==> config.mk <==
export PLATFORM = sky130hd
export DESIGN_NAME = load_store_unit
export DESIGN_NICKNAME = d
export VERILOG_FILES = /design/src/rtl/lsu_pkg.sv /design/src/rtl/lsu_align.sv /design/src/rtl/load_store_unit.sv
export SDC_FILE = /design/constraint.sdc
export NUM_CORES = 1
export LEC_CHECK = 0
export ABC_AREA = 1
export BUFFER_PORTS_ARGS = -buffer_cell sky130_fd_sc_hd__buf_2
export CAP_MARGIN = 5
export CORE_MARGIN = 3
export CORE_UTILIZATION = 35
export DETAILED_ROUTE_END_ITERATION = 16
export SLEW_MARGIN = 10
export SYNTH_ARGS = -nofsm -noshare
export SYNTH_HDL_FRONTEND = slang
export SYNTH_HIERARCHICAL = 1
export SYNTH_SLANG_ARGS = --single-unit
==> constraint.sdc <==
create_clock -name clk_i -period 2.94 [get_ports clk_i]
set_input_delay 0.441 -clock clk_i [delete_from_list [all_inputs] [get_ports clk_i]]
set_output_delay 0.441 -clock clk_i [all_outputs]
set_load 0.005 [all_outputs]
==> src/rtl/lsu_pkg.sv <==
// Shared definitions for the load/store unit: funct3 size/sign encodings,
// the access FSM state type, fault cause codes and the fault classifier.
// No ports; imported by load_store_unit and lsu_align.
package lsu_pkg;

    localparam logic [2:0] F3_B  = 3'b000;
    localparam logic [2:0] F3_H  = 3'b001;
    localparam logic [2:0] F3_W  = 3'b010;
    localparam logic [2:0] F3_BU = 3'b100;
    localparam logic [2:0] F3_HU = 3'b101;

    typedef enum logic [1:0] {
        ST_IDLE = 2'b00,
        ST_REQ  = 2'b01,
        ST_RESP = 2'b10,
        ST_DONE = 2'b11
    } lsu_state_t;

    typedef enum logic [1:0] {
        CAUSE_NONE       = 2'b00,
        CAUSE_MISALIGNED = 2'b01,
        CAUSE_ILLEGAL    = 2'b10,
        CAUSE_TIMEOUT    = 2'b11
    } err_cause_t;

    // Classifies an access at accept time. An unsupported funct3 wins over
    // alignment, since its size is undefined.
    function automatic err_cause_t check_access(input logic       is_store,
                                                input logic [2:0] f3,
                                                input logic [1:0] off);
        err_cause_t cause;
        cause = CAUSE_NONE;
        case (f3)
            F3_B:    cause = CAUSE_NONE;
            F3_H:    cause = off[0] ? CAUSE_MISALIGNED : CAUSE_NONE;
            F3_W:    cause = (off != 2'b00) ? CAUSE_MISALIGNED : CAUSE_NONE;
            F3_BU:   cause = is_store ? CAUSE_ILLEGAL : CAUSE_NONE;
            F3_HU:   cause = is_store ? CAUSE_ILLEGAL
                           : (off[0] ? CAUSE_MISALIGNED : CAUSE_NONE);
            default: cause = CAUSE_ILLEGAL;
        endcase
        return cause;
    endfunction

endpackage

==> src/rtl/lsu_align.sv <==
// Combinational lane logic for the load/store unit.
//   funct3_i      : size/sign select (bits [1:0] size, bit 2 unsigned)
//   offset_i      : byte address bits [1:0]
//   store_data_i  : store data, low bytes significant
//   rdata_i       : read word returned by memory
//   be_o          : byte enables for a store
//   wdata_o       : store data replicated across all lanes of its size
//   load_data_o   : selected lane of rdata_i, sign/zero extended
module lsu_align
    import lsu_pkg::*;
(
    input  logic [2:0]  funct3_i,
    input  logic [1:0]  offset_i,
    input  logic [31:0] store_data_i,
    input  logic [31:0] rdata_i,
    output logic [3:0]  be_o,
    output logic [31:0] wdata_o,
    output logic [31:0] load_data_o
);

    logic [31:0] lane;
    logic        sext;

    always_comb begin
        be_o        = 4'b1111;
        wdata_o     = store_data_i;
        load_data_o = rdata_i;
        // Shift the addressed lane down to bit 0; only aligned sizes reach here.
        lane        = rdata_i >> {offset_i, 3'b000};
        sext        = ~funct3_i[2];
        case (funct3_i[1:0])
            2'b00: begin
                be_o        = 4'b0001 << offset_i;
                wdata_o     = {4{store_data_i[7:0]}};
                load_data_o = {{24{sext & lane[7]}}, lane[7:0]};
            end
            2'b01: begin
                be_o        = 4'b0011 << {offset_i[1], 1'b0};
                wdata_o     = {2{store_data_i[15:0]}};
                load_data_o = {{16{sext & lane[15]}}, lane[15:0]};
            end
            default: begin
                be_o        = 4'b1111;
                wdata_o     = store_data_i;
                load_data_o = rdata_i;
            end
        endcase
    end

endmodule

==> src/rtl/load_store_unit.sv <==
// MEM-stage load/store unit: accepts one access at a time from the pipeline,
// checks it for faults, drives a single-outstanding memory request and
// returns aligned/extended load data.
//   clk_i, reset_i                : clock, async active-low reset
//   req_valid_i, mem_read_i, mem_write_i, funct3_i, alu_result_i,
//   read_data2_i                  : access from the pipeline
//   stall_o, done_o, load_data_o,
//   err_o, err_cause_o            : status back to the pipeline
//   dmem_*                        : memory port (req held until gnt; rvalid
//                                   completes a load)
//   dbg_state_o                   : current FSM state
// Memory handshake: dmem_req_o and its address/we/be/wdata are held stable
// from the first request cycle until a cycle in which dmem_gnt_i is high;
// that cycle transfers the request. A load then completes on the first
// cycle with dmem_rvalid_i high; rvalid is ignored at all other times.
module load_store_unit
    import lsu_pkg::*;
#(
    parameter int TIMEOUT_CYCLES = 255
) (
    input  logic        clk_i,
    input  logic        reset_i,
    input  logic        req_valid_i,
    input  logic        mem_read_i,
    input  logic        mem_write_i,
    input  logic [2:0]  funct3_i,
    input  logic [31:0] alu_result_i,
    input  logic [31:0] read_data2_i,
    output logic        stall_o,
    output logic        done_o,
    output logic [31:0] load_data_o,
    output logic        err_o,
    output logic [1:0]  err_cause_o,
    output logic        dmem_req_o,
    output logic        dmem_we_o,
    output logic [31:0] dmem_addr_o,
    output logic [3:0]  dmem_be_o,
    output logic [31:0] dmem_wdata_o,
    input  logic        dmem_gnt_i,
    input  logic        dmem_rvalid_i,
    input  logic [31:0] dmem_rdata_i,
    output lsu_state_t  dbg_state_o
);

    localparam int CNT_W = $clog2(TIMEOUT_CYCLES + 1);
    localparam logic [CNT_W-1:0] CNT_LAST = CNT_W'(TIMEOUT_CYCLES - 1);

    lsu_state_t       state_q, state_d;
    logic [CNT_W-1:0] cnt_q, cnt_d;
    logic             we_q, we_d;
    logic [31:0]      addr_q, addr_d;
    logic [3:0]       be_q, be_d;
    logic [31:0]      wdata_q, wdata_d;
    logic [2:0]       funct3_q, funct3_d;
    logic [1:0]       off_q, off_d;
    logic [31:0]      load_data_q, load_data_d;
    err_cause_t       cause_q, cause_d;

    logic             accept;
    logic             timeout_hit;
    err_cause_t       fault;
    logic [2:0]       align_f3;
    logic [1:0]       align_off;
    logic [3:0]       align_be;
    logic [31:0]      align_wdata;
    logic [31:0]      align_load;

    assign accept      = (state_q == ST_IDLE) && req_valid_i && (mem_read_i || mem_write_i);
    // The counter has already recorded cnt_q waiting cycles; this one is the last allowed.
    assign timeout_hit = (cnt_q >= CNT_LAST);

    // In IDLE the aligner prepares store lanes from the incoming access;
    // afterwards it extracts load lanes using the captured size/offset.
    assign align_f3  = (state_q == ST_IDLE) ? funct3_i : funct3_q;
    assign align_off = (state_q == ST_IDLE) ? alu_result_i[1:0] : off_q;

    lsu_align u_align (
        .funct3_i     (align_f3),
        .offset_i     (align_off),
        .store_data_i (read_data2_i),
        .rdata_i      (dmem_rdata_i),
        .be_o         (align_be),
        .wdata_o      (align_wdata),
        .load_data_o  (align_load)
    );

    always_comb begin
        state_d     = state_q;
        cnt_d       = cnt_q;
        we_d        = we_q;
        addr_d      = addr_q;
        be_d        = be_q;
        wdata_d     = wdata_q;
        funct3_d    = funct3_q;
        off_d       = off_q;
        load_data_d = load_data_q;
        cause_d     = cause_q;
        fault       = check_access(mem_write_i, funct3_i, alu_result_i[1:0]);
        case (state_q)
            ST_IDLE: begin
                if (accept) begin
                    cnt_d   = '0;
                    cause_d = fault;
                    if (fault != CAUSE_NONE) begin
                        state_d = ST_DONE;
                    end else begin
                        state_d  = ST_REQ;
                        we_d     = mem_write_i;
                        addr_d   = {alu_result_i[31:2], 2'b00};
                        be_d     = align_be;
                        wdata_d  = align_wdata;
                        funct3_d = funct3_i;
                        off_d    = alu_result_i[1:0];
                    end
                end
            end
            ST_REQ: begin
                if (dmem_gnt_i) begin
                    state_d = we_q ? ST_DONE : ST_RESP;
                    cnt_d   = cnt_q + CNT_W'(1);
                end else if (timeout_hit) begin
                    state_d = ST_DONE;
                    cause_d = CAUSE_TIMEOUT;
                end else begin
                    cnt_d = cnt_q + CNT_W'(1);
                end
            end
            ST_RESP: begin
                if (dmem_rvalid_i) begin
                    state_d     = ST_DONE;
                    load_data_d = align_load;
                end else if (timeout_hit) begin
                    state_d = ST_DONE;
                    cause_d = CAUSE_TIMEOUT;
                end else begin
                    cnt_d = cnt_q + CNT_W'(1);
                end
            end
            default: begin
                state_d = ST_IDLE;
                cnt_d   = '0;
            end
        endcase
    end

    always_ff @(posedge clk_i or negedge reset_i) begin
        if (!reset_i) begin
            state_q     <= ST_IDLE;
            cnt_q       <= '0;
            we_q        <= 1'b0;
            addr_q      <= '0;
            be_q        <= '0;
            wdata_q     <= '0;
            funct3_q    <= '0;
            off_q       <= '0;
            load_data_q <= '0;
            cause_q     <= CAUSE_NONE;
        end else begin
            state_q     <= state_d;
            cnt_q       <= cnt_d;
            we_q        <= we_d;
            addr_q      <= addr_d;
            be_q        <= be_d;
            wdata_q     <= wdata_d;
            funct3_q    <= funct3_d;
            off_q       <= off_d;
            load_data_q <= load_data_d;
            cause_q     <= cause_d;
        end
    end

    assign stall_o      = accept || (state_q == ST_REQ) || (state_q == ST_RESP);
    assign done_o       = (state_q == ST_DONE);
    assign err_o        = (state_q == ST_DONE) && (cause_q != CAUSE_NONE);
    assign err_cause_o  = (state_q == ST_DONE) ? cause_q : 2'b00;
    assign load_data_o  = load_data_q;
    assign dmem_req_o   = (state_q == ST_REQ);
    assign dmem_we_o    = we_q;
    assign dmem_addr_o  = addr_q;
    assign dmem_be_o    = be_q;
    assign dmem_wdata_o = wdata_q;
    assign dbg_state_o  = state_q;

endmodule
**After elaboration in Yosys (flattened, before gate mapping)**

Index checks and enable logic that the tools add are counted.
Widths: inputs -> output; s select.

- Flip-flop bits (word level): 116
- Output and inout port bits: 109

- Add/sub/neg operators: 1
- $lt $le $gt $ge: 1
- Equality and inequality tests: 11
- Shift-type cells: 3
- Multiplexer cells: 28
- Bitwise operators: 4
- Reduce and logical (&&, ||, !) cells: 17

Operator list:

| cell | number |
|---|---|
| $pmux 32 s2 | 2 |
| $mux 8 | 4 |
| $shr 32x5->16 | 1 |
| $mux 2 | 13 |
| $pmux 8 s3 | 1 |
| $pmux 2 s3 | 2 |
| $pmux 2 s5 | 1 |
| $add 8x1->8 const B | 1 |
| $ge 8x8->1 const B | 1 |
| $pmux 4 s2 | 1 |
| $eq 3x3->1 const B | 2 |
| $ne 2x2->1 const B | 3 |
| $reduce_bool 2->1 | 3 |
| $eq 2x1->1 const B | 2 |
| $eq 2x2->1 const B | 2 |
| $logic_not 2->1 | 2 |
| $reduce_and 2->1 | 2 |
| $reduce_and 4->1 | 1 |
| $shl 1x2->4 const A | 1 |
| $shl 2x2->4 const A | 1 |
| $eq 3x1->1 const B | 1 |
| $eq 3x2->1 const B | 1 |
| $logic_and 1x1->1 | 3 |
| $logic_not 3->1 | 1 |
| 7 further kinds | 13 |

**Depth between registers and ports, before layout**

Gate-level depths: netlist of run 1.

- Depth after elaboration: 7
- Depth in mapped cells: 15

**Hierarchy**

The synthesis of run 1 kept the hierarchy.

Modules (own cells, without submodules):

| module | instances | cells an instance | area an instance (µm²) | seq. area each (µm²) |
|---|---|---|---|---|
| load_store_unit | 1 | 555 | 5104.9 | 2902.8 |
| lsu_align | 1 | 268 | 1227.4 | 0.0 |

**Least setup slack after synthesis of run 1**

Ideal clock, no wire load.

- Path type: register to register
- Start: register state_q[1] (netlist: dbg_state_o[1])
- End: register load_data_q[5] (netlist: load_data_o[5])
- Setup time: 125 ps
- Arrival: 2006 ps
- Path slack: 810 ps
- Stages on the path, launching flop included: 11
- Path buffers: 2
- Clock period less this slack: 2130 ps
- Cells stage by stage: dfrtp_1 -> inv_1 -> ha_1 -> inv_2 -> o21ai_0 -> buf_6 -> clkinv_1 -> clkbuf_1 -> nand2_1 -> nand2_1 -> mux2_2

- Word-level cells in the longest chain between the ends: 4

Ends and longest elaborated chain:

| item | RTL line | source |
|---|---|---|
| start, declared | load_store_unit.sv:48 | `lsu_state_t state_q, state_d;` |
| start signal, assigned | load_store_unit.sv:159 | `state_q <= state_d;` |
| $logic_not 2->1 (*) | load_store_unit.sv:74 | `assign align_f3 = (state_q == ST_IDLE) ? funct3_i : funct3_q;` |
| $mux 3 (*) | load_store_unit.sv:74 |  |
| net align_f3[1] | load_store_unit.sv:62 | `logic [2:0] align_f3;` |
| $eq 2x1->1 or $logic_not 2->1 (tied branches) | lsu_align.sv:31 | `case (funct3_i[1:0])` |
| $pmux 32 s2 (*) | lsu_align.sv:31 |  |
| net align_load[5] | load_store_unit.sv:66 | `logic [31:0] align_load;` |
| end signal, assigned | load_store_unit.sv:167 | `load_data_q <= load_data_d;` |
| end, declared | load_store_unit.sv:56 | `logic [31:0] load_data_q, load_data_d;` |

The timed path passes the listed nets; every way through them passes the cells marked *.
A chain may end at the register's enable or synchronous reset.

**Worst setup path after layout of run 1**

- Start: register state_q[0] (netlist: dbg_state_o[0])
- End: output stall_o

- Word-level cells in the longest chain between the ends: 5

Ends and longest elaborated chain:

| item | RTL line | source |
|---|---|---|
| $logic_not 2->1 | load_store_unit.sv:68 | `assign accept = (state_q == ST_IDLE) && req_valid_i && (mem_read_i \|\| mem_write_i);` |
| $logic_and 1x1->1 (2 in a row) | load_store_unit.sv:68 |  |
| $logic_or 1x1->1 | load_store_unit.sv:172 | `assign stall_o = accept \|\| (state_q == ST_REQ) \|\| (state_q == ST_RESP);` |
| $logic_or 1x1->1 (*) | load_store_unit.sv:172 |  |
| end, declared | load_store_unit.sv:29 | `output logic stall_o,` |

Mark *: on every way between the ends. The rest lies on a longest branch, timed or not.

==> results of run 1 <==
repair_timing:
| item | 4_1_cts | 5_1_grt |
|---|---|---|
| resized for setup | 0 | 1 |
| setup endpoints to repair | 0 | 4 |
| hold buffers | 0 | 0 |
| hold endpoints to repair | 0 | 0 |
cells by family (layout without fill, tap and decap cells):
family	Yosys count	count (layout)
AOI/OAI and AO/OA	19	19
adders and majority gates	7	7
buffers and inverters	81	286
DFF	116	116
muxes	32	32
other	1	3
and+or+nand+nor	567	567
how the worst max path moves through the flow:
stage | endpoint | slack, ps | depth (start not counted)
global route | load_data_o[29]$_DFFE_PN0P_ | 140 | 13
finish | stall_o | 320 | 7
global placement | load_data_o[10]$_DFFE_PN0P_ | 400 | 13
floorplan | load_data_o[5]$_DFFE_PN0P_ | 810 | 10
CTS | load_data_o[8]$_DFFE_PN0P_ | 260 | 13
detailed placement | load_data_o[10]$_DFFE_PN0P_ | 270 | 13
through the flow:
step	area, µm²	std cells	hold slack (ps)
finish	8150	1255	0.555
global route	8150	1254	24.5
CTS	8140	1254	9.70
detailed placement	7440	1222	453
global placement	7440	1222	449
floorplan	6340	824	145
per-layer routing:
layer | global-route usage | up-vias | routed length [µm]
met3 | 0.0505 | 28 | 1400
met2 | 0.285 | 241 | 8580
met1 | 0.286 | 2815 | 8890
met5 | 0 | - | 13
li1 | - | 2996 | -
met4 | 0.0658 | 2 | 355
cell usage in the layout (no fill, tap or decap), drive strengths merged:
master / netlist / routed
ha: 7 / 7
o21bai: 1 / 1
nor3: 1 / 1
mux2: 32 / 32
diode: 0 / 1
conb: 1 / 2
nor2: 37 / 37
clkinv: 1 / 4
o21ai: 16 / 16
buf: 45 / 222
nand2: 395 / 395
clkinvlp: 0 / 1
a21oi: 2 / 2
bufinv: 0 / 7
inv: 31 / 32
nand3: 132 / 132
or2: 1 / 1
nand4: 1 / 1
dfrtp: 116 / 116
clkbuf: 4 / 20
worst register-to-register path, cell delays in order, from the launching register on:
cell and delay (ps):
dfrtp_1 440, inv_1 110, ha_1 320, inv_2 190, nand2_1 70, nand2_1 280, inv_2 120, nand2_1 70
nand2_1 50, nand2_1 50, nand2_1 120, nand2_4 250, nand3_1 140, mux2_2 270
state kept, by name, indices dropped and copies added, names as in the netlist:
| name | cells |
|---|---|
| load_data_o | 32 |
| funct3_q | 3 |
| dmem_be_o | 4 |
| off_q | 2 |
| cause_q | 2 |
| dmem_wdata_o | 32 |
| dmem_addr_o | 30 |
| cnt_q | 8 |
| dmem_we_o | 1 |
| dbg_state_o | 2 |
power groups by stage:
stage	clock network, µW	logic, µW	registers [µW]
2_1_floorplan	0	2760	2770
3_3_place_gp	0	4230	2740
3_5_place_dp	0	4300	2750
4_1_cts	2550	4310	2730
5_1_grt	2620	4850	2820
6_report	2490	4280	2730
cell type report:
| class | count | area share |
|---|---|---|
| Multi-Input combinational cell | 627 | 0.366 |
| Sequential cell | 116 | 0.356 |
| Timing Repair Buffer | 222 | 0.141 |
| Clock buffer | 20 | 0.0560 |
| Tap cell | 225 | 0.0345 |
| Clock inverter | 12 | 0.0305 |
| Inverter | 32 | 0.0150 |
| Antenna cell | 1 | 0.000307 |
==> impl_metrics.toml, run 1 <==
[run_status]
outcome = "finished clean"

[power]
p_switching_uw = 3800
p_int_uw = 5700
irDropWorstVdd_mv = 0.477
p_clk_frac = 0.262
combPwrFrac = 0.450
power.total_uw = 9500
leakage_uw = 0.00467
seqPwrFrac = 0.287
powerDensity_nw_per_um2 = 1170
switching_share = 0.400

[clock_network]
clkSinkCount = 116
cts_max_level = 4
path_clk_slew_ps = 60
clk_path_buf_depth = 2
postCtsSetupBuffers = 0
cts_tree = "built"
root_buffer = "clkbuf_16"
clk_latency_ps = 420
cts_buffers = 17

[logic_synthesis]
synth_xor_area_frac = 0
synthFlopType = "dfrtp_1"
postSynthAreaPerCell_um2 = 7.69
synth_simple_gate_area_frac = 0.381
synthTopCellsByArea = "dfrtp_1, nand2_1, nand3_1, mux2_2, buf_6"
seq_area_frac_synth = 0.458
ys_warn_count = 6
netlist_instances = 823
synth_compound_area_frac = 0.0154
synth_edf_count = 0
yosysTopAreaCell = "dfrtp_1"
ys_seq_elements = 116
yosysTopAreaCellShare = 0.458
synthMuxAreaShare = 0.0569
synth_cell_type_count = 30
synth_fa_ha_area_frac = 0.0138
synthArstFlopShare = 1.00
syn_area_um2 = 6330
post-synth-top-count-cell = "nand2_1"
ys_top_cells_by_count = "nand2_1, nand3_1, dfrtp_1"
synth_top_family_by_area = "simple AND/OR/NAND/NOR gates"

[cells_and_area]
multi_input_area_um2 = 2980
drive_above_1_share = 0.304
post-route-util = 0.466
areaGrowthSynthToFinish_pct = 28.7
n_fill_cell = 1758
final_nets = 1129
register_area_um2 = 2900

[drt]
drc = 0
vias = 6082
firstDrtPassIters = 5
drt_iter0_drc = 370
wl_mm = 19.2
via_per_inst = 4.85
drtAntennaViolNets = 0
wl_per_cell_um = 15.3

[run]
maxCapViolations = 0

[worst_setup_path]
cpLargestDelayFamily = "simple AND/OR/NAND/NOR gates"
endpoint_kind = "output port"
worstSetupPathType = "flop to output port"
rrSetupSlack_ps = 350
r2r_cells = 13
regToRegStartpoint = "dbg_state_o[0]$_DFFE_PN0P_"
regToRegEndpoint = "load_data_o[17]$_DFFE_PN0P_"
worstPathArrival_ps = 2180
crit_path_max_incr_delay_ps = 460
required_ps = 2500
startpoint = "dbg_state_o[0]$_DFFE_PN0P_"
worst_setup_path_start_kind = "flop"
cp_cell_sequence = "inv_1 > ha_1 > nand2_1 > nor2_4 > inv_1 > nand2_1 > buf_2"
cp_max_fo = 19
path_buf_inv = 3
crit_path_top_delay_cell = "nor2_4"

[floorplanning]
dieArea_um2 = 19700
coreArea_um2 = 17500
initial_core_util = 0.362
die_y_um = 141
die_x_um = 141
ios = 215
rows = 48

[timing]
max_freq_mhz = 382
slew_headroom = 0.457
final-hold-violation-count = 0
skew_ps = 15.7
rsz0062_at_grt = "false"
finalSetupViolations = 0
period_share = 0.890
slew_viol_final = 0
fin_crit_ps = 2620
setup_ws_ps = 322
tns_ps = 0
tightest_slew_ps = 815

[placement]
routabilityCongestion = 0.829
post-place-ws_ps = 266
port_buffers = 212
post-dp-hpwl_mm = 13.6

[global_routing]
grt_max_degree = 74
overflow = 0
grt_pass1_wl_mm = 31.4
gr-usage-all-layers = 0.197
antenna_found_initial = 1
grt_pass1_vias = 5772

[worst_hold_path]
holdCritPathClass = "input port to asynchronous set/reset pin"
Power figures use the tool's default switching activity.
==> run 2: changes to the inputs <==
--- a/config.mk
+++ b/config.mk
@@ -11,6 +11,7 @@
 export CORE_MARGIN = 3
 export CORE_UTILIZATION = 35
 export DETAILED_ROUTE_END_ITERATION = 16
+export PLACE_DENSITY_LB_ADDON = 0.08
 export SLEW_MARGIN = 10
 export SYNTH_ARGS = -nofsm -noshare
 export SYNTH_HDL_FRONTEND = slang
==> run 2 against run 1 <==
- maximum frequency down 2.1%
- clock power down 14%
- flip-flop and latch count unchanged
- die area unchanged
- critical path depth up 6
- critical endpoint is now load_data_o[24]$_DFFE_PN0P_
- largest power group unchanged
==> impl_metrics.toml, run 2 (same netlist as run 1, synthesis figures left out) <==
[run_status]
outcome = "finished clean"

[clock_network]
root_buffer = "clkbuf_16"
clk_latency_ps = 420
cts_resized = 0
clkSinkCount = 116
path_clk_slew_ps = 50
ctsHoldBuffers = 0
clk_path_buf_depth = 2
cts_tree = "built"
postCtsSetupBuffers = 0
cts_max_level = 4
cts_buffers = 17

[worst_hold_path]
holdCritPathClass = "input port to asynchronous set/reset pin"

[timing]
skew_ps = 6.70
period_share = 0.910
tns_ps = 0
tightest_slew_ps = 661
final-hold-violation-count = 0
rsz0062_at_grt = "false"
max_freq_mhz = 374
slew_viol_final = 0
fin_crit_ps = 2670
finalSetupViolations = 0
setup_ws_ps = 265
slew_headroom = 0.559

[worst_setup_path]
crit_path_frequent_cell = "nand2_1"
worstSetupPathType = "flop to flop"
endpoint_kind = "flop"
cp_max_fo = 24
crit_path_max_incr_delay_ps = 450
crit_end = "load_data_o[24]$_DFFE_PN0P_"
regToRegEndpoint = "load_data_o[24]$_DFFE_PN0P_"
path_buf_inv = 3
cp_num_cells = 13
required_ps = 3240
r2r_cells = 13
crit_path_top_delay_cell = "dfrtp_1"
cpLargestDelayFamily = "simple AND/OR/NAND/NOR gates"
rrSetupSlack_ps = 270
cp_cell_sequence = "inv_1 > ha_1 > inv_2 > nand2_1 > nand2_1 > inv_2 > nand2_1 > nand2_1 > nand2_1 > nand2_1 > nand2_2 > nand3_1 > mux2_2"
regToRegStartpoint = "dbg_state_o[1]$_DFFE_PN0P_"
worstPathArrival_ps = 2970
worst_setup_path_start_kind = "flop"
startpoint = "dbg_state_o[1]$_DFFE_PN0P_"

[drt]
drc = 0
vias = 5951
firstDrtPassIters = 4
drtAntennaViolNets = 0
via_per_inst = 4.74
wl_per_cell_um = 15.6
drt_iter0_drc = 386
wl_mm = 19.6

[placement]
port_buffers = 212
post-place-ws_ps = 276
routabilityCongestion = 0.848
post-dp-hpwl_mm = 14.1
dp.cells = 1223

[cells_and_area]
fin_cells = 1255
final_nets = 1130
post-route-util = 0.462
most-common-layout-cells = "nand2_1, buf_2, nand3_1, dfrtp_1, mux2_2"
multi_input_area_um2 = 2980
drive_above_1_share = 0.305
final_common_cell = "nand2_1"
areaGrowthSynthToFinish_pct = 27.6
diodes = 0
register_area_um2 = 2900
n_fill_cell = 1808

[floorplanning]
rows = 48
initial_core_util = 0.362
ios = 215
die_y_um = 141
coreArea_um2 = 17500
die_x_um = 141
dieArea_um2 = 19700

[global_routing]
grt_pass1_wl_mm = 31.0
antenna_found_initial = 0
gr-usage-all-layers = 0.198
grt_max_degree = 72
grt_pass1_vias = 5564
overflow = 0

[power]
powerDensity_nw_per_um2 = 1130
power.total_uw = 9130
irDropWorstVdd_mv = 0.468
leakage_uw = 0.00464

[run]
maxCapViolations = 0
run 2: worst min-delay path by stage:
stage,start,endpoint,depth (start not counted)
after floorplan,reset_i,cause_q[0]$_DFFE_PN0P_,0
after global placement,dmem_addr_o[6]$_DFFE_PN0P_,dmem_addr_o[6]$_DFFE_PN0P_,2
after detailed placement,dmem_addr_o[31]$_DFFE_PN0P_,dmem_addr_o[31]$_DFFE_PN0P_,2
after CTS,reset_i,dmem_wdata_o[2]$_DFFE_PN0P_,1
after global routing,reset_i,dmem_wdata_o[2]$_DFFE_PN0P_,1
final,reset_i,dmem_wdata_o[2]$_DFFE_PN0P_,1
run 2: stage by stage:
step	area, µm²	hold WS [ps]
final	8080	60.6
after global routing	8080	97.9
after CTS	8080	69.5
after detailed placement	7470	453
after global placement	7470	451
after floorplan	6340	145
run 2: worst reg2reg max path, cell delays in order (launching register included):
cell and delay, ps:
dfrtp_1 450, inv_1 90, ha_1 290, inv_2 190
nand2_1 70, nand2_1 280, inv_2 110, nand2_1 80
nand2_1 50, nand2_1 50, nand2_1 90, nand2_2 380
nand3_1 160, mux2_2 280
run 2: area by class of cell:
class                      instances  area share
inverter                          32      0.0152
sequential                       116       0.359
tap                              225      0.0348
multi-input combinational        627       0.369
clock buffer                      22      0.0599
timing repair buffer             223       0.146
clock inverter                    10      0.0158
run 2: power breakdown:
group          switching (µW)  internal [µW]  leakage, µW
combinational            2620           1650      0.00287
clock                     741           1410     0.000305
sequential                391           2330      0.00147
total                    3750           5390      0.00464
run 2: metal layers:
metal	part of all wire	vias to the layer above	track usage
li1	-	2996	-
met1	0.47	2765	0.280
met2	0.47	171	0.305
met3	0.050	19	0.0420
met4	0.015	0	0.0576
met5	0	-	0
==> run 3: changes to the inputs <==
--- a/config.mk
+++ b/config.mk
@@ -10,8 +10,10 @@
 export CAP_MARGIN = 5
 export CORE_MARGIN = 3
 export CORE_UTILIZATION = 35
+export CTS_BUF_LIST = sky130_fd_sc_hd__clkbuf_8
 export DETAILED_ROUTE_END_ITERATION = 16
 export PLACE_DENSITY_LB_ADDON = 0.08
+export REMOVE_ABC_BUFFERS = 1
 export SLEW_MARGIN = 10
 export SYNTH_ARGS = -nofsm -noshare
 export SYNTH_HDL_FRONTEND = slang
==> run 3 against run 2 <==
- die area stayed put
- critical path type unchanged
- via count is 1.2% lower
- flip-flop and latch count stayed put
- cell count hardly changed
- core utilization is 1.5 points lower
==> impl_metrics.toml, run 3 (same netlist as run 1, synthesis figures left out) <==
[timing]
slew_headroom = 0.488
tightest_slew_ps = 768
rsz0062_at_grt = "false"
fin_hold_ws_ps = 10.6
finalSetupViolations = 0
skew_ps = 11.1
final-hold-violation-count = 0
max_freq_mhz = 386
slew_viol_final = 0
period_share = 0.882
fin_crit_ps = 2590

[cells_and_area]
register_area_um2 = 2900
post-route-util = 0.447
areaGrowthSynthToFinish_pct = 23.4
fin_cells = 1254
most-common-layout-cells = "nand2_1, buf_2, nand3_1, dfrtp_1, mux2_2"
final_nets = 1130
final_common_cell = "nand2_1"
n_fill_cell = 1831
multi_input_area_um2 = 2980
drive_above_1_share = 0.304

[worst_setup_path]
regToRegStartpoint = "dbg_state_o[1]$_DFFE_PN0P_"
crit_path_max_incr_delay_ps = 460
crit_path_top_delay_cell = "dfrtp_1"
regToRegEndpoint = "load_data_o[29]$_DFFE_PN0P_"
r2r_cells = 9
worstPathArrival_ps = 2910
cp_cell_sequence = "inv_1 > ha_1 > inv_2 > o21ai_4 > buf_4 > nor2_8 > nand3_4 > nand3_1 > mux2_2"
rrSetupSlack_ps = 350
required_ps = 3250
cp_max_fo = 28
worst_setup_path_start_kind = "flop"
worstSetupPathType = "flop to flop"
endpoint_kind = "flop"

[drt]
drtAntennaViolNets = 0
vias = 5880
drc = 0
wl_per_cell_um = 15.0
firstDrtPassIters = 5
via_per_inst = 4.69
drt_iter0_drc = 234
wl_mm = 18.9

[clock_network]
cts_tree = "built"
path_clk_slew_ps = 70
cts_max_level = 4
clk_path_buf_depth = 2
clkSinkCount = 116
cts_resized = 0
cts_buffers = 17
ctsHoldBuffers = 0
root_buffer = "clkbuf_8"
clk_latency_ps = 430
postCtsSetupBuffers = 0

[floorplanning]
die_x_um = 141
ios = 215
initial_core_util = 0.362
coreArea_um2 = 17500
dieArea_um2 = 19700
rows = 48
die_y_um = 141

[power]
power.total_uw = 8340
irDropWorstVdd_mv = 0.469
powerDensity_nw_per_um2 = 1070
leakage_uw = 0.00452

[run_status]
outcome = "finished clean"

[placement]
routabilityCongestion = 0.816
dp.cells = 1223
port_buffers = 212
post-dp-hpwl_mm = 13.3

[global_routing]
grt_pass1_wl_mm = 30.6
overflow = 0
grt_pass1_vias = 5804
antenna_found_initial = 1
gr-usage-all-layers = 0.193
grt_max_degree = 72

[run]
maxCapViolations = 0

[worst_hold_path]
holdCritPathClass = "input port to asynchronous set/reset pin"
-- run 3: cell count changes in the layout (fill, tap and decap cells not counted), moves of 2 or more --
| cell | previous run | this run |
|---|---|---|
| buf_12 | 3 | 1 |
| clkbuf_8 | 4 | 20 |
| bufinv_16 | 3 | 1 |
| buf_4 | 9 | 11 |
| clkbuf_16 | 17 | 0 |
-- run 3: layout make-up --
type | count | share of cell area
multi-input cells | 627 | 0.382
clock inverters | 10 | 0.0107
clock buffers | 20 | 0.0352
repair buffers | 223 | 0.148
diodes | 1 | 0.000320
well taps | 225 | 0.0360
flip-flops and latches | 116 | 0.372
inverters | 32 | 0.0157
-- run 3: worst max-delay path by stage --
| stage | endpoint | startpoint | cells past startpoint | slack (ps) |
|---|---|---|---|---|
| after CTS | load_data_o[29]$_DFFE_PN0P_ | dbg_state_o[1]$_DFFE_PN0P_ | 13 | 250 |
| after global placement | load_data_o[20]$_DFFE_PN0P_ | dbg_state_o[1]$_DFFE_PN0P_ | 13 | 320 |
| after detailed placement | load_data_o[29]$_DFFE_PN0P_ | dbg_state_o[1]$_DFFE_PN0P_ | 13 | 250 |
| after floorplan | load_data_o[0]$_DFFE_PN0P_ | dbg_state_o[1]$_DFFE_PN0P_ | 9 | -3080 |
| final | load_data_o[29]$_DFFE_PN0P_ | dbg_state_o[1]$_DFFE_PN0P_ | 9 | 350 |
| after global routing | load_data_o[13]$_DFFE_PN0P_ | dbg_state_o[1]$_DFFE_PN0P_ | 12 | 130 |
-- run 3: power breakdown --
part / switching, µW / internal (µW)
logic: 2600 / 1660
registers: 387 / 2320
clock network: 657 / 717
-- run 3: critical path, delay by kind of cell, from the launching register on --
kind	cells	cell delay, ps
compound gates	1	260
buf+inv	3	650
mux	1	270
fa+ha+maj	1	330
simple gates	3	500
flops	1	460
-- run 3: layer usage --
layer  vias to the layer above  share of wire  track usage
met3                        11          0.065       0.0621
met5                         -              0            0
met2                       136           0.48        0.317
met1                      2740           0.44        0.249
li1                       2993              -            -
met4                         0          0.012       0.0454
-- run 3: per-stage QoR --
step,setup WS (ps),area (µm²),setup TNS (ps)
6_report,348,7810,0
3_5_place_dp,253,7440,0
3_3_place_gp,322,7440,0
2_1_floorplan,-3080,5990,-145030
5_1_grt,131,7810,0
4_1_cts,246,7800,0
